===== src/rtl/fetch_sequencer_pkg.sv =====
// Shared definitions for the fetch-stage controller and the decode logic that feeds it.
// Target helpers live here so decode-side models compute redirects identically.
package fetch_sequencer_pkg;

  typedef enum logic [1:0] {
    ST_RUN   = 2'd0,
    ST_STALL = 2'd1,
    ST_FLUSH = 2'd2,
    ST_HALT  = 2'd3
  } fsm_state_e;

  localparam logic [31:0] NOP_WORD = 32'h0000_0000;

  localparam logic [5:0] OP_BEQ  = 6'h04;
  localparam logic [5:0] OP_J    = 6'h02;
  localparam logic [5:0] OP_HALT = 6'h3F;

  // Word offset scaled to bytes; modular add, overflow is not flagged.
  function automatic logic [31:0] branch_target(input logic [31:0] pc_plus4,
                                                input logic [15:0] off);
    return pc_plus4 + {{14{off[15]}}, off, 2'b00};
  endfunction

  function automatic logic [31:0] jump_target(input logic [31:0] pc_plus4,
                                              input logic [25:0] index);
    return {pc_plus4[31:28], index, 2'b00};
  endfunction

endpackage


===== src/rtl/fetch_sequencer_sat_counter.sv =====
// Saturating up-counter with synchronous clear; holds at all-ones instead of wrapping.
module sat_counter #(
  parameter int W = 16
) (
  input  logic         CLK,
  input  logic         clr_i,
  input  logic         inc_i,
  output logic [W-1:0] count_o
);

  logic [W-1:0] count_q;
  logic [W-1:0] count_d;

  always_comb begin
    count_d = count_q;
    if (clr_i) begin
      count_d = '0;
    end else if (inc_i && (count_q != '1)) begin
      count_d = count_q + 1'b1;
    end
  end

  always_ff @(posedge CLK) begin
    count_q <= count_d;
  end

  assign count_o = count_q;

endmodule


===== src/rtl/fetch_sequencer.sv =====
// Fetch-stage controller: picks the next PC, drives PC/IR write enables, squashes
// wrong-path fetches after a redirect, holds on load-use stalls and freezes on halt.
module fetch_sequencer
  import fetch_sequencer_pkg::*;
#(
  parameter logic [31:0] RESET_PC    = 32'h0000_0000,
  parameter int          FLUSH_SLOTS = 1,
  parameter logic [31:0] NOP_WORD    = fetch_sequencer_pkg::NOP_WORD,
  parameter int          CNT_W       = 16
) (
  input  logic             CLK,
  input  logic             RESET,
  input  logic [31:0]      pc_plus4,
  input  logic             branch_req,
  input  logic [15:0]      branch_off,
  input  logic             jump_req,
  input  logic [25:0]      jump_index,
  input  logic             stall_req,
  input  logic             halt_req,
  input  logic             resume,
  output logic [31:0]      pc_next,
  output logic             pc_we,
  output logic             ir_we,
  output logic             ir_sel_nop,
  output logic             halted,
  output logic [1:0]       fsm_state,
  output logic [CNT_W-1:0] redirect_cnt,
  output logic [CNT_W-1:0] stall_cnt
);

  // The squash word must itself decode as harmless, or a flushed slot would redirect or halt.
  if (FLUSH_SLOTS < 1 || FLUSH_SLOTS > 3) begin : g_bad_flush_slots
    $error("fetch_sequencer: FLUSH_SLOTS must be 1..3");
  end
  if (NOP_WORD[31:26] == OP_BEQ || NOP_WORD[31:26] == OP_J ||
      NOP_WORD[31:26] == OP_HALT) begin : g_bad_nop_word
    $error("fetch_sequencer: NOP_WORD decodes as a control instruction");
  end

  localparam logic [1:0] FLUSH_LOAD = 2'(FLUSH_SLOTS - 1);

  fsm_state_e state_q, state_d;
  logic [1:0] flush_cnt_q, flush_cnt_d;
  logic       redirect_inc;
  logic       stall_inc;

  always_ff @(posedge CLK) begin
    state_q     <= state_d;
    flush_cnt_q <= flush_cnt_d;
  end

  always_comb begin
    state_d      = state_q;
    flush_cnt_d  = flush_cnt_q;
    pc_next      = pc_plus4;
    pc_we        = 1'b0;
    ir_we        = 1'b0;
    ir_sel_nop   = 1'b0;
    halted       = 1'b0;
    redirect_inc = 1'b0;
    stall_inc    = 1'b0;

    if (RESET) begin
      state_d     = ST_RUN;
      flush_cnt_d = '0;
      pc_next     = RESET_PC;
      pc_we       = 1'b1;
      ir_we       = 1'b1;
      ir_sel_nop  = 1'b1;
    end else begin
      case (state_q)
        // STALL re-evaluates like RUN the moment stall_req drops.
        ST_RUN, ST_STALL: begin
          if (stall_req) begin
            stall_inc = 1'b1;
            state_d   = ST_STALL;
          end else if (jump_req || branch_req) begin
            pc_next      = jump_req ? jump_target(pc_plus4, jump_index)
                                    : branch_target(pc_plus4, branch_off);
            pc_we        = 1'b1;
            ir_we        = 1'b1;
            ir_sel_nop   = 1'b1;
            redirect_inc = 1'b1;
            if (FLUSH_SLOTS == 1) begin
              state_d = ST_RUN;
            end else begin
              flush_cnt_d = FLUSH_LOAD;
              state_d     = ST_FLUSH;
            end
          end else if (halt_req) begin
            state_d = ST_HALT;
          end else begin
            pc_we   = 1'b1;
            ir_we   = 1'b1;
            state_d = ST_RUN;
          end
        end
        // Requests seen here belong to squashed instructions and are dropped.
        ST_FLUSH: begin
          pc_we      = 1'b1;
          ir_we      = 1'b1;
          ir_sel_nop = 1'b1;
          if (flush_cnt_q != 2'd0) begin
            flush_cnt_d = flush_cnt_q - 2'd1;
          end
          if (flush_cnt_q <= 2'd1) begin
            state_d = ST_RUN;
          end
        end
        ST_HALT: begin
          halted = 1'b1;
          if (resume) begin
            state_d = ST_RUN;
          end
        end
        default: begin
          state_d = ST_RUN;
        end
      endcase
    end
  end

  assign fsm_state = state_q;

  sat_counter #(.W(CNT_W)) u_redirect_cnt (
    .CLK     (CLK),
    .clr_i   (RESET),
    .inc_i   (redirect_inc),
    .count_o (redirect_cnt)
  );

  sat_counter #(.W(CNT_W)) u_stall_cnt (
    .CLK     (CLK),
    .clr_i   (RESET),
    .inc_i   (stall_inc),
    .count_o (stall_cnt)
  );

endmodule


===== config.mk =====
export PLATFORM = sky130hd
export DESIGN_NAME = fetch_sequencer
export DESIGN_NICKNAME = d
export VERILOG_FILES = /design/src/rtl/fetch_sequencer_pkg.sv /design/src/rtl/fetch_sequencer_sat_counter.sv /design/src/rtl/fetch_sequencer.sv
export SDC_FILE = /design/constraint.sdc
export NUM_CORES = 1
export LEC_CHECK = 0
export CORE_MARGIN = 2
export CORE_UTILIZATION = 30
export DETAILED_ROUTE_END_ITERATION = 8
export GPL_TIMING_DRIVEN = 0
export HOLD_SLACK_MARGIN = 0.15
export PLACE_DENSITY = 0.65
export SLEW_MARGIN = 15
export SYNTH_ARGS = -nofsm -noshare
export SYNTH_HDL_FRONTEND = slang
export SYNTH_HIERARCHICAL = 1
export SYNTH_SLANG_ARGS = --single-unit

===== constraint.sdc =====
create_clock -name CLK -period 8.04 [get_ports CLK]
set_clock_uncertainty 0.2 [all_clocks]
set_input_delay 1.608 -clock CLK [delete_from_list [all_inputs] [get_ports CLK]]
set_output_delay 1.608 -clock CLK [all_outputs]
set_load 0.005 [all_outputs]

## Word-level counts from Yosys, hierarchy flattened

Index checks and enable logic that the tools add are counted.

| storage, ports and cells | value |
|---|---|
| register bits after elaboration | 36 |
| output and inout port bits | 70 |

| operators by class | value |
|---|---|
| order comparisons | 1 |
| equal/unequal tests | 7 |
| multiplexer cells | 27 |
| reductions and logical operators | 8 |
| $add $sub $neg | 4 |

Operator list:

| operator | number |
|---|---|
| 32-bit 2-to-1 mux | 5 |
| 16-bit by 1-bit adder with 16-bit output (second input constant) | 2 |
| 32-bit adder | 1 |
| 16-bit inequality test (second input constant) | 2 |
| 1-bit 2-to-1 mux | 14 |
| 2-bit 2-to-1 mux | 5 |
| 2-bit one-hot mux with 3 select lines | 1 |
| 2-bit equality test (second input constant) | 2 |
| 2-bit inequality test (second input constant) | 2 |
| 1-bit one-hot mux with 2 select lines | 2 |
| 2-bit AND reduction | 2 |
| 2-bit by 1-bit equality test with 1-bit output (second input constant) | 1 |
| 2-bit by 1-bit less-or-equal comparator with 1-bit output (second input constant) | 1 |
| 1-bit logical AND | 2 |
| 2-bit logical NOT | 1 |
| 2-bit nonzero test | 1 |
| 2-bit OR reduction | 1 |
| 2-bit by 1-bit subtractor with 2-bit output (second input constant) | 1 |
| 1-bit logical OR | 1 |

## Longest topological paths before layout

Gate-level depths: netlist (run 1).

| depth | value |
|---|---|
| word-level depth | 6 |
| gate-level depth with buffers | 11 |

## Cells and area by module

Netlist (run 1), hierarchy kept.

By module, submodules not included:

| module | cells each | instances | area an instance (um^2) | sequential area each (um^2) |
|---|---|---|---|---|
| fetch_sequencer | 324 | 1 | 2329.7 | 80.1 |
| sat_counter | 99 | 2 | 848.3 | 320.3 |

## Worst setup path after synthesis (run 1)

Ideal clock, no wire load.

| timing path | value |
|---|---|
| path type | input port to output port |
| from | input pc_plus4[2] |
| to | output pc_next[28] |
| data required time | 6232 ps |
| slack | 2630 ps |
| stages | 10 |
| arrival | 3602 ps |
| cells stage by stage | ha_1 -> inv_1 -> fa_1 -> nor2b_1 -> o211ai_1 -> a31o_1 -> o211ai_2 -> a21boi_1 -> or4_1 -> a31oi_1 |

| on the way | value |
|---|---|
| cells in the longest elaborated chain, start to end | 6 |

Ends and longest elaborated chain:

| element | RTL line | source |
|---|---|---|
| start, declared | fetch_sequencer.sv:13 | `input logic [31:0] pc_plus4,` |
| 32-bit adder | fetch_sequencer_pkg.sv:21 | `return pc_plus4 + {{14{off[15]}}, off, 2'b00};` |
| 32-bit 2-to-1 mux | fetch_sequencer.sv:78 | `pc_next = jump_req ? jump_target(pc_plus4, jump_index)` |
| 32-bit 2-to-1 mux | fetch_sequencer.sv:77 | `end else if (jump_req \|\| branch_req) begin` |
| 32-bit 2-to-1 mux | fetch_sequencer.sv:74 | `if (stall_req) begin` |
| 32-bit 2-to-1 mux | fetch_sequencer.sv:71 | `case (state_q)` |
| 32-bit 2-to-1 mux | fetch_sequencer.sv:63 | `if (RESET) begin` |
| end, declared | fetch_sequencer.sv:21 | `output logic [31:0] pc_next,` |

No other way between the ends.

## Worst setup path in the final report (run 1)

| timing path | value |
|---|---|
| from | input branch_off[15] |
| to | output pc_next[27] |

| on the way | value |
|---|---|
| cells in the longest elaborated chain, start to end | 6 |

Ends and longest elaborated chain:

| element | RTL line | source |
|---|---|---|
| start, declared | fetch_sequencer.sv:15 | `input logic [15:0] branch_off,` |
| 32-bit adder | fetch_sequencer_pkg.sv:21 |  |
| 32-bit 2-to-1 mux | fetch_sequencer.sv:78 |  |
| 32-bit 2-to-1 mux | fetch_sequencer.sv:77 |  |
| 32-bit 2-to-1 mux | fetch_sequencer.sv:74 |  |
| 32-bit 2-to-1 mux | fetch_sequencer.sv:71 |  |
| 32-bit 2-to-1 mux | fetch_sequencer.sv:63 |  |

No other way between the ends.

==> impl_metrics.json, run 1 <==
{
  "power.density_mw_per_mm2": 105,
  "yosys.area.top_type_share_pct": 17.9,
  "nFillCells": 1288,
  "synthTopCellsByArea": "dfxtp_1, ha_1, a211oi_1",
  "combPwrFrac_pct": 41.1,
  "netlist_area_sq_mm": 0.00403,
  "crit_path_start_kind": "input pin",
  "crit_arrival_ps": 5470,
  "synth_area_leader_cell": "dfxtp_1",
  "multiInputGateArea_sq_mm": 0.00315,
  "seq_power_share_pct": 29.6,
  "power.switching_uw": 193,
  "die_h_um": 120,
  "syn2layout_area_growth_pct": 46.0,
  "grt_pass1_vias": 4548,
  "cts_tree": "yes",
  "setup_viol": 0,
  "cp-end-kind": "primary output",
  "cts_buffers": 5,
  "fmax_mhz": 137,
  "coreArea_sq_mm": 0.0132,
  "cts-root-buf": "clkbuf_16",
  "maxSlewHeadroom_pct": 47.6,
  "yosys_warnings": 6,
  "netSwitchingFraction_pct": 31.4,
  "num_rows": 42,
  "fin_area_sq_mm": 0.00588,
  "tightest_slew_ps": 784,
  "cts.repair.resized": 0,
  "syn_avg_cell_area_sq_um": 7.71,
  "synth_edf_count": 0,
  "outcome": "finished clean",
  "finalCritPeriodShare_pct": 90.6,
  "grt_overflow": 0,
  "required_ps": 6230,
  "gr-usage-all-layers_pct": 18.5,
  "numClockSinks": 36,
  "ir_drop_v": 0.0000664,
  "seqCellArea_sq_um": 721,
  "ys_async_sr_fraction_pct": 0,
  "final_nets": 793,
  "crit_type": "input pin to primary output",
  "cp_max_fo": 19,
  "seq_area_frac_synth_pct": 17.9,
  "drv_cap": 0,
  "dp_hpwl_um": 10800,
  "hold_path_class": "flip-flop to flip-flop",
  "p_clk_share_pct": 29.4,
  "cts.clk_slew.worst_paths_ps": 50,
  "num_vias": 4720,
  "antennaDiodeCount": 0,
  "yosysMostFrequentCell": "a21oi_1",
  "syn_nets": 637,
  "drive_gt1_share_pct": 3.98,
  "drc": 0,
  "setup_tns_ps": 0,
  "post_cts_buffers": 0,
  "synthesis.instances": 522,
  "p_leak_nw": 2.06,
  "drtIter0Drc": 320,
  "die_area_sq_mm": 0.0144,
  "rsz0062_at_grt": "false",
  "p_int_uw": 422,
  "die_w_um": 120,
  "viasPerCell": 5.53,
  "clkLatencyLatePin_ps": 280,
  "antenna_found_initial": 0,
  "htree_levels": 2,
  "clock_path_buffers": 2,
  "wire_per_inst_um": 15.9,
  "holdBufCountCts": 0,
  "grt_pass1_wl_um": 22300,
  "synth_seq_cells": 36,
  "use_met3_pct": 2.19,
  "grtUsageMet2_pct": 31.8,
  "use_met1_pct": 25.1,
  "grt_busiest_layer": "met2",
  "io_pins": 151,
  "period_minus_slack_ps": 7280,
  "gp_congestion": 0.896,
  "initial_core_util_pct": 30.5,
  "ant_nets": 0,
  "yosysUniqueCellTypes": 67,
  "ys.flop_type": "dfxtp_1",
  "placed_area_sq_mm": 0.00574,
  "maxSlewViolCount": 0,
  "routed_wl_um": 13600,
  "final_hold_viol_count": 0,
  "port_buffers": 149,
  "synthTopCellsByCount": "a21oi_1, dfxtp_1, ha_1, nand2_1, nor2_1",
  "grt_max_degree": 20,
  "drtPass1Iterations": 5
}
[routing by layer]
layer,vias up,share of wire (%)
li1,2367,-
met1,2212,47
met2,127,48
met3,14,3.8
met4,0,0.96
met5,-,0
[area by class of cell]
| cell class | instances | share of cell area [%] |
|---|---|---|
| Multi-Input combinational cell | 446 | 53.7 |
| Timing Repair Buffer | 149 | 25.4 |
| Sequential cell | 36 | 12.3 |
| Tap cell | 176 | 3.75 |
| Clock buffer | 6 | 2.19 |
| Buffer | 22 | 1.51 |
| Inverter | 18 | 1.15 |
| Clock inverter | 1 | 0.0852 |
[final timing paths]
check / to / from / slack (ps) / cells past startpoint
max reg2reg: u_redirect_cnt/count_o[15] / fsm_state[1] / 5190 / 8
min reg2reg: flush_cnt_q[1] / flush_cnt_q[1] / 310 / 2
max: pc_next[27] / branch_off[15] / 760 / 10
min: flush_cnt_q[1] / flush_cnt_q[1] / 310 / 2
[state kept, by name, indices dropped and copies added, names as in the netlist]
register,flops
u_stall_cnt/count_o,16
flush_cnt_q,2
fsm_state,2
u_redirect_cnt/count_o,16
[through the flow]
| step | hold WS, ps | util (%) | total power [mW] | std cells | setup WS (ps) |
|---|---|---|---|---|---|
| 4_1_cts | 303 | 44.5 | 0.620 | 854 | 868 |
| 3_5_place_dp | 296 | 43.5 | 0.435 | 847 | 870 |
| 2_1_floorplan | 278 | - | 0.326 | 522 | 2630 |
| 5_1_grt | 321 | 44.6 | 0.650 | 854 | 628 |
| 3_3_place_gp | 288 | 43.5 | 0.432 | 847 | 900 |
| 6_report | 306 | 44.6 | 0.615 | 854 | 758 |
[cell usage in the layout, fill, tap and decap left out, types with 11 or more instances in the layout]
| master | netlist | layout |
|---|---|---|
| clkdlybuf4s50_1 | 0 | 149 |
| nand2_1 | 33 | 33 |
| inv_1 | 18 | 18 |
| a21oi_1 | 41 | 41 |
| nand3_1 | 17 | 17 |
| xnor2_1 | 19 | 19 |
| nor3_1 | 16 | 15 |
| nand4_1 | 11 | 11 |
| dfxtp_1 | 36 | 36 |
| nor2_1 | 30 | 30 |
| ha_1 | 33 | 33 |
| o31ai_1 | 16 | 16 |
| clkbuf_1 | 17 | 18 |
| a211oi_1 | 29 | 29 |
| o22ai_1 | 26 | 26 |
| o21ai_0 | 20 | 20 |
| or4_1 | 16 | 16 |
| a21o_1 | 14 | 14 |
[kinds of logic after synthesis]
group                      count (synthesis)  share of synthesized area [%]
AOI/OAI and AO/OA                        187                           31.4
xor gates and xnor gates                  29                           6.31
adders and majority gates                 34                           10.8
buffers and inverters                     40                           3.88
DFF                                       36                           17.9
muxes                                      6                           1.55
and+or+nand+nor                          190                           28.2
[power by group through the flow]
stage                     Combinational, mW  Clock, mW  Sequential [mW]
after floorplan                       0.141          0            0.185
after global placement                0.247          0            0.186
after detailed placement              0.249          0            0.186
after CTS                             0.251      0.187            0.182
after global routing                  0.274      0.194            0.182
final                                 0.252      0.181            0.182
[worst max-delay path, stage by stage]
cell and delay [ps]:
clkdlybuf4s50_1 830, ha_1 590, o21a_1 240, a211oi_1 300, o21bai_1 130, a2111oi_0 470
o2bb2ai_1 250, xor2_1 110, a211oi_1 360, clkdlybuf4s50_1 590
Power figures use the tool's default switching activity.
==> inputs of run 2 (changes only) <==
--- a/config.mk
+++ b/config.mk
@@ -5,13 +5,15 @@
 export SDC_FILE = /design/constraint.sdc
 export NUM_CORES = 1
 export LEC_CHECK = 0
-export CORE_MARGIN = 2
+export CELL_PAD_IN_SITES_DETAIL_PLACEMENT = 0
+export CELL_PAD_IN_SITES_GLOBAL_PLACEMENT = 1
+export CORE_MARGIN = 1
 export CORE_UTILIZATION = 30
 export DETAILED_ROUTE_END_ITERATION = 8
 export GPL_TIMING_DRIVEN = 0
 export HOLD_SLACK_MARGIN = 0.15
-export PLACE_DENSITY = 0.65
-export SLEW_MARGIN = 15
+export PLACE_DENSITY = 0.84
+export SLEW_MARGIN = 20
 export SYNTH_ARGS = -nofsm -noshare
 export SYNTH_HDL_FRONTEND = slang
 export SYNTH_HIERARCHICAL = 1
==> impl_metrics.json, run 2 (synthesized netlist as in run 1, its figures left out) <==
{
  "nFillCells": 1264,
  "ant_nets": 0,
  "netSwitchingFraction_pct": 29.6,
  "antenna_found_initial": 0,
  "p_int_uw": 473,
  "setup_tns_ps": 0,
  "finalCoreUtilization_pct": 46.0,
  "wire_per_inst_um": 16.1,
  "crit_path_start_kind": "input pin",
  "cts_tree": "yes",
  "gp_congestion": 0.843,
  "routed_wl_um": 13700,
  "grt_max_degree": 20,
  "antennaDiodeCount": 0,
  "viasPerCell": 5.51,
  "ff2ff_path_depth": 8,
  "crit_type": "input pin to primary output",
  "numClockSinks": 36,
  "die_w_um": 118,
  "maxSlewViolCount": 0,
  "tightest_slew_ps": 789,
  "dp_hpwl_um": 10800,
  "multiInputGateArea_sq_mm": 0.00315,
  "worstSetupEndpoint": "pc_next[29]",
  "num_rows": 41,
  "maxSlewHeadroom_pct": 47.2,
  "setup_viol": 0,
  "crit_arrival_ps": 5400,
  "final_hold_viol_count": 0,
  "hold_start": "flush_cnt_q[1]",
  "cts_buffers": 5,
  "rrSetupSlack_ps": 5160,
  "syn2layout_area_growth_pct": 47.0,
  "seqCellArea_sq_um": 721,
  "ir_drop_v": 0.0000708,
  "cp_max_fo": 19,
  "period_minus_slack_ps": 7210,
  "post_cts_buffers": 0,
  "p_clk_share_pct": 35.5,
  "crit_path_start": "branch_off[15]",
  "clkLatencyLatePin_ps": 280,
  "die_h_um": 118,
  "seq_power_share_pct": 27.1,
  "drv_cap": 0,
  "p_leak_nw": 2.09,
  "htree_levels": 2,
  "power.density_mw_per_mm2": 113,
  "drtIter0Drc": 319,
  "cp-end-kind": "primary output",
  "grt_pass1_vias": 4485,
  "fmax_mhz": 139,
  "cts.clk_slew.worst_paths_ps": 50,
  "timing.rr.end": "u_redirect_cnt/count_o[9]",
  "clock_path_buffers": 2,
  "initial_core_util_pct": 31.3,
  "power.switching_uw": 198,
  "port_buffers": 149,
  "outcome": "finished clean",
  "combPwrFrac_pct": 37.4,
  "die_area_sq_mm": 0.0139,
  "cts.repair.resized": 0,
  "finalCritPeriodShare_pct": 89.7,
  "drc": 0,
  "final_cell_mix": "clkdlybuf4s50_1, a21oi_1, dfxtp_1",
  "hold_path_class": "flip-flop to flip-flop",
  "drive_gt1_share_pct": 4.27,
  "holdBufCountCts": 0,
  "num_vias": 4689,
  "cts-root-buf": "clkbuf_16",
  "io_pins": 151,
  "rsz0062_at_grt": "false",
  "reg2reg_from": "fsm_state[1]",
  "coreArea_sq_mm": 0.0129,
  "grt_overflow": 0,
  "drtPass1Iterations": 4,
  "gr-usage-all-layers_pct": 19.4,
  "grt_pass1_wl_um": 22600,
  "final_common_cell": "clkdlybuf4s50_1",
  "final_nets": 793,
  "required_ps": 6230
}
## run 2: per-layer routing
layer | GRT usage (%) | routed length [um]
met5 | 0 | 0
met4 | 3.61 | 133
met3 | 2.37 | 438
met2 | 33.6 | 6550
met1 | 25.8 | 6550
## run 2: through the flow
stage | cell area [sq um] | power, mW | hold WS (ps) | setup WS [ps] | cells
finish | 5920 | 0.671 | 308 | 831 | 851
global route | 5920 | 0.709 | 325 | 624 | 851
CTS | 5920 | 0.675 | 314 | 853 | 851
detailed placement | 5730 | 0.434 | 309 | 889 | 843
global placement | 5730 | 0.431 | 289 | 915 | 843
floorplan | 4030 | 0.326 | 278 | 2630 | 522
## run 2: layout make-up
type / instances / share of cell area, %
Buffer: 22 / 1.50
Clock inverter: 1 / 0.507
Sequential cell: 36 / 12.2
Multi-Input combinational cell: 446 / 53.3
Inverter: 18 / 1.14
Clock buffer: 7 / 2.58
Tap cell: 172 / 3.63
Timing Repair Buffer: 149 / 25.2
## run 2: critical path: stages
cell             delay, ps
clkdlybuf4s50_1        840
ha_1                   610
a21o_1                 210
a21o_1                 170
a21o_1                 200
a2111oi_0              460
o22ai_1                130
o2bb2ai_1              170
and3_1                 220
nor4_2                 230
clkdlybuf4s50_1        550
## run 2: worst min path at each step
stage | endpoint | slack (ps) | cells past startpoint
finish | flush_cnt_q[1] | 310 | 2
detailed placement | flush_cnt_q[1] | 310 | 2
floorplan | flush_cnt_q[1] | 280 | 2
global placement | flush_cnt_q[1] | 290 | 2
CTS | flush_cnt_q[1] | 310 | 2
global route | flush_cnt_q[1] | 320 | 2
## run 2: power by group through the flow
stage | Clock (mW) | Combinational [mW] | Sequential (mW)
4_1_cts | 0.242 | 0.250 | 0.182
3_3_place_gp | 0 | 0.246 | 0.186
2_1_floorplan | 0 | 0.141 | 0.185
3_5_place_dp | 0 | 0.248 | 0.186
6_report | 0.238 | 0.251 | 0.182
5_1_grt | 0.252 | 0.275 | 0.182
==> inputs of run 3 (changes only) <==
--- a/config.mk
+++ b/config.mk
@@ -13,7 +13,6 @@
 export GPL_TIMING_DRIVEN = 0
 export HOLD_SLACK_MARGIN = 0.15
 export PLACE_DENSITY = 0.84
-export SLEW_MARGIN = 20
 export SYNTH_ARGS = -nofsm -noshare
 export SYNTH_HDL_FRONTEND = slang
 export SYNTH_HIERARCHICAL = 1
==> impl_metrics.json, run 3 (synthesized netlist as in run 1, its figures left out) <==
{
  "maxSlewViolCount": 0,
  "ir_drop_v": 0.0000708,
  "grt_pass1_wl_um": 22600,
  "io_pins": 151,
  "wire_per_inst_um": 16.0,
  "multiInputGateArea_sq_mm": 0.00315,
  "clock_path_buffers": 2,
  "grt_max_degree": 20,
  "cts.clk_slew.worst_paths_ps": 50,
  "tightest_slew_ps": 1120,
  "cts_tree": "yes",
  "setup_viol": 0,
  "drv_cap": 0,
  "dp_hpwl_um": 10800,
  "viasPerCell": 5.51,
  "finalPower_uw": 671,
  "cts.repair.resized": 0,
  "crit_path_top_delay_cell": "clkdlybuf4s50_1",
  "crit_buf_inv": 2,
  "fin_area_sq_mm": 0.00592,
  "seqCellArea_sq_um": 721,
  "hold_path_class": "flip-flop to flip-flop",
  "placed_area_sq_mm": 0.00573,
  "rsz0062_at_grt": "false",
  "finalCoreUtilization_pct": 45.9,
  "syn2layout_area_growth_pct": 46.9,
  "drc": 0,
  "critical_path.top_delay_family": "buffers and inverters",
  "fmax_mhz": 139,
  "antennaDiodeCount": 0,
  "maxSlewHeadroom_pct": 24.5,
  "post_cts_buffers": 0,
  "p_leak_nw": 2.09,
  "cts_buffers": 5,
  "nFillCells": 1265,
  "die_w_um": 118,
  "num_rows": 41,
  "gp_congestion": 0.843,
  "holdBufCountCts": 0,
  "routed_wl_um": 13600,
  "num_vias": 4688,
  "die_h_um": 118,
  "drtPass1Iterations": 4,
  "crit_path_start_kind": "input pin",
  "required_ps": 6230,
  "path_common_cell": "a21o_1",
  "final_nets": 793,
  "htree_levels": 2,
  "finalCritPeriodShare_pct": 89.5,
  "final_cell_mix": "clkdlybuf4s50_1, a21oi_1, dfxtp_1",
  "ant_nets": 0,
  "crit_chain": "clkdlybuf4s50_1, ha_1, a21o_1, a21o_1, a21o_1, a2111oi_0, o22ai_1, o2bb2ai_1, and3_1, nor4_2, clkdlybuf4s50_1",
  "grt_overflow": 0,
  "initial_core_util_pct": 31.3,
  "final_common_cell": "clkdlybuf4s50_1",
  "crit_type": "input pin to primary output",
  "die_area_sq_mm": 0.0139,
  "drive_gt1_share_pct": 4.12,
  "final_hold_viol_count": 0,
  "max_stage_delay_ps": 840,
  "setup_tns_ps": 0,
  "port_buffers": 149,
  "power.density_mw_per_mm2": 113,
  "clkLatencyLatePin_ps": 280,
  "antenna_found_initial": 0,
  "gr-usage-all-layers_pct": 19.4,
  "cp_max_fo": 19,
  "drtIter0Drc": 319,
  "crit_arrival_ps": 5390,
  "cp-end-kind": "primary output",
  "grt_pass1_vias": 4485,
  "outcome": "finished clean",
  "coreArea_sq_mm": 0.0129,
  "period_minus_slack_ps": 7200,
  "cts-root-buf": "clkbuf_16",
  "numClockSinks": 36
}
==> run 3: cell counts in the layout (fill, tap and decap cells not counted) <==
Identical to the previous run, type by type.
==> run 3: report_power, final <==
part / internal (mW) / switching [mW] / total (mW)
sequential: 0.180 / 0.00198 / 0.182
combinational: 0.129 / 0.121 / 0.250
clock: 0.163 / 0.0751 / 0.238
==> run 3: through the flow <==
step           worst slack (ps)  hold slack, ps  instances
6_report                    842             308        851
5_1_grt                     624             325        851
4_1_cts                     853             314        851
3_5_place_dp                889             309        843
3_3_place_gp                915             289        843
2_1_floorplan              2630             278        522
==> run 3: final timing paths <==
| path | start | end | slack, ps | cells after the start |
|---|---|---|---|---|
| worst max-delay path | branch_off[15] | pc_next[29] | 840 | 11 |
| worst min-delay path | flush_cnt_q[1] | flush_cnt_q[1] | 310 | 2 |
| worst max register to register | fsm_state[1] | u_redirect_cnt/count_o[9] | 5200 | 8 |
| worst min register to register | flush_cnt_q[1] | flush_cnt_q[1] | 310 | 2 |
==> run 3: area by class of cell <==
class	instances	share of cell area, %
Multi-Input combinational cell	446	53.2
Tap cell	172	3.64
Clock buffer	7	2.58
Timing Repair Buffer	149	25.2
Clock inverter	1	0.508
Sequential cell	36	12.2
Inverter	18	1.14
Buffer	22	1.50
==> run 3: worst reg2reg max path: cells and delay by family, from the launching register on <==
kind	cells	cell delay (ps)
AND/OR/NAND/NOR	4	1460
buffers and inverters	2	430
AO/OA/AOI/OAI	2	360
flip-flops	1	310
==> run 3: routing by layer <==
metal / track usage, % / part of all wire [%] / wire length, um / vias up
li1: - / - / - / 2362
met1: 25.8 / 48 / 6490 / 2182
met2: 33.6 / 48 / 6530 / 130
met3: 2.37 / 3.5 / 474 / 14
met4: 3.61 / 1.1 / 144 / 0
met5: 0 / 0 / 0 / -
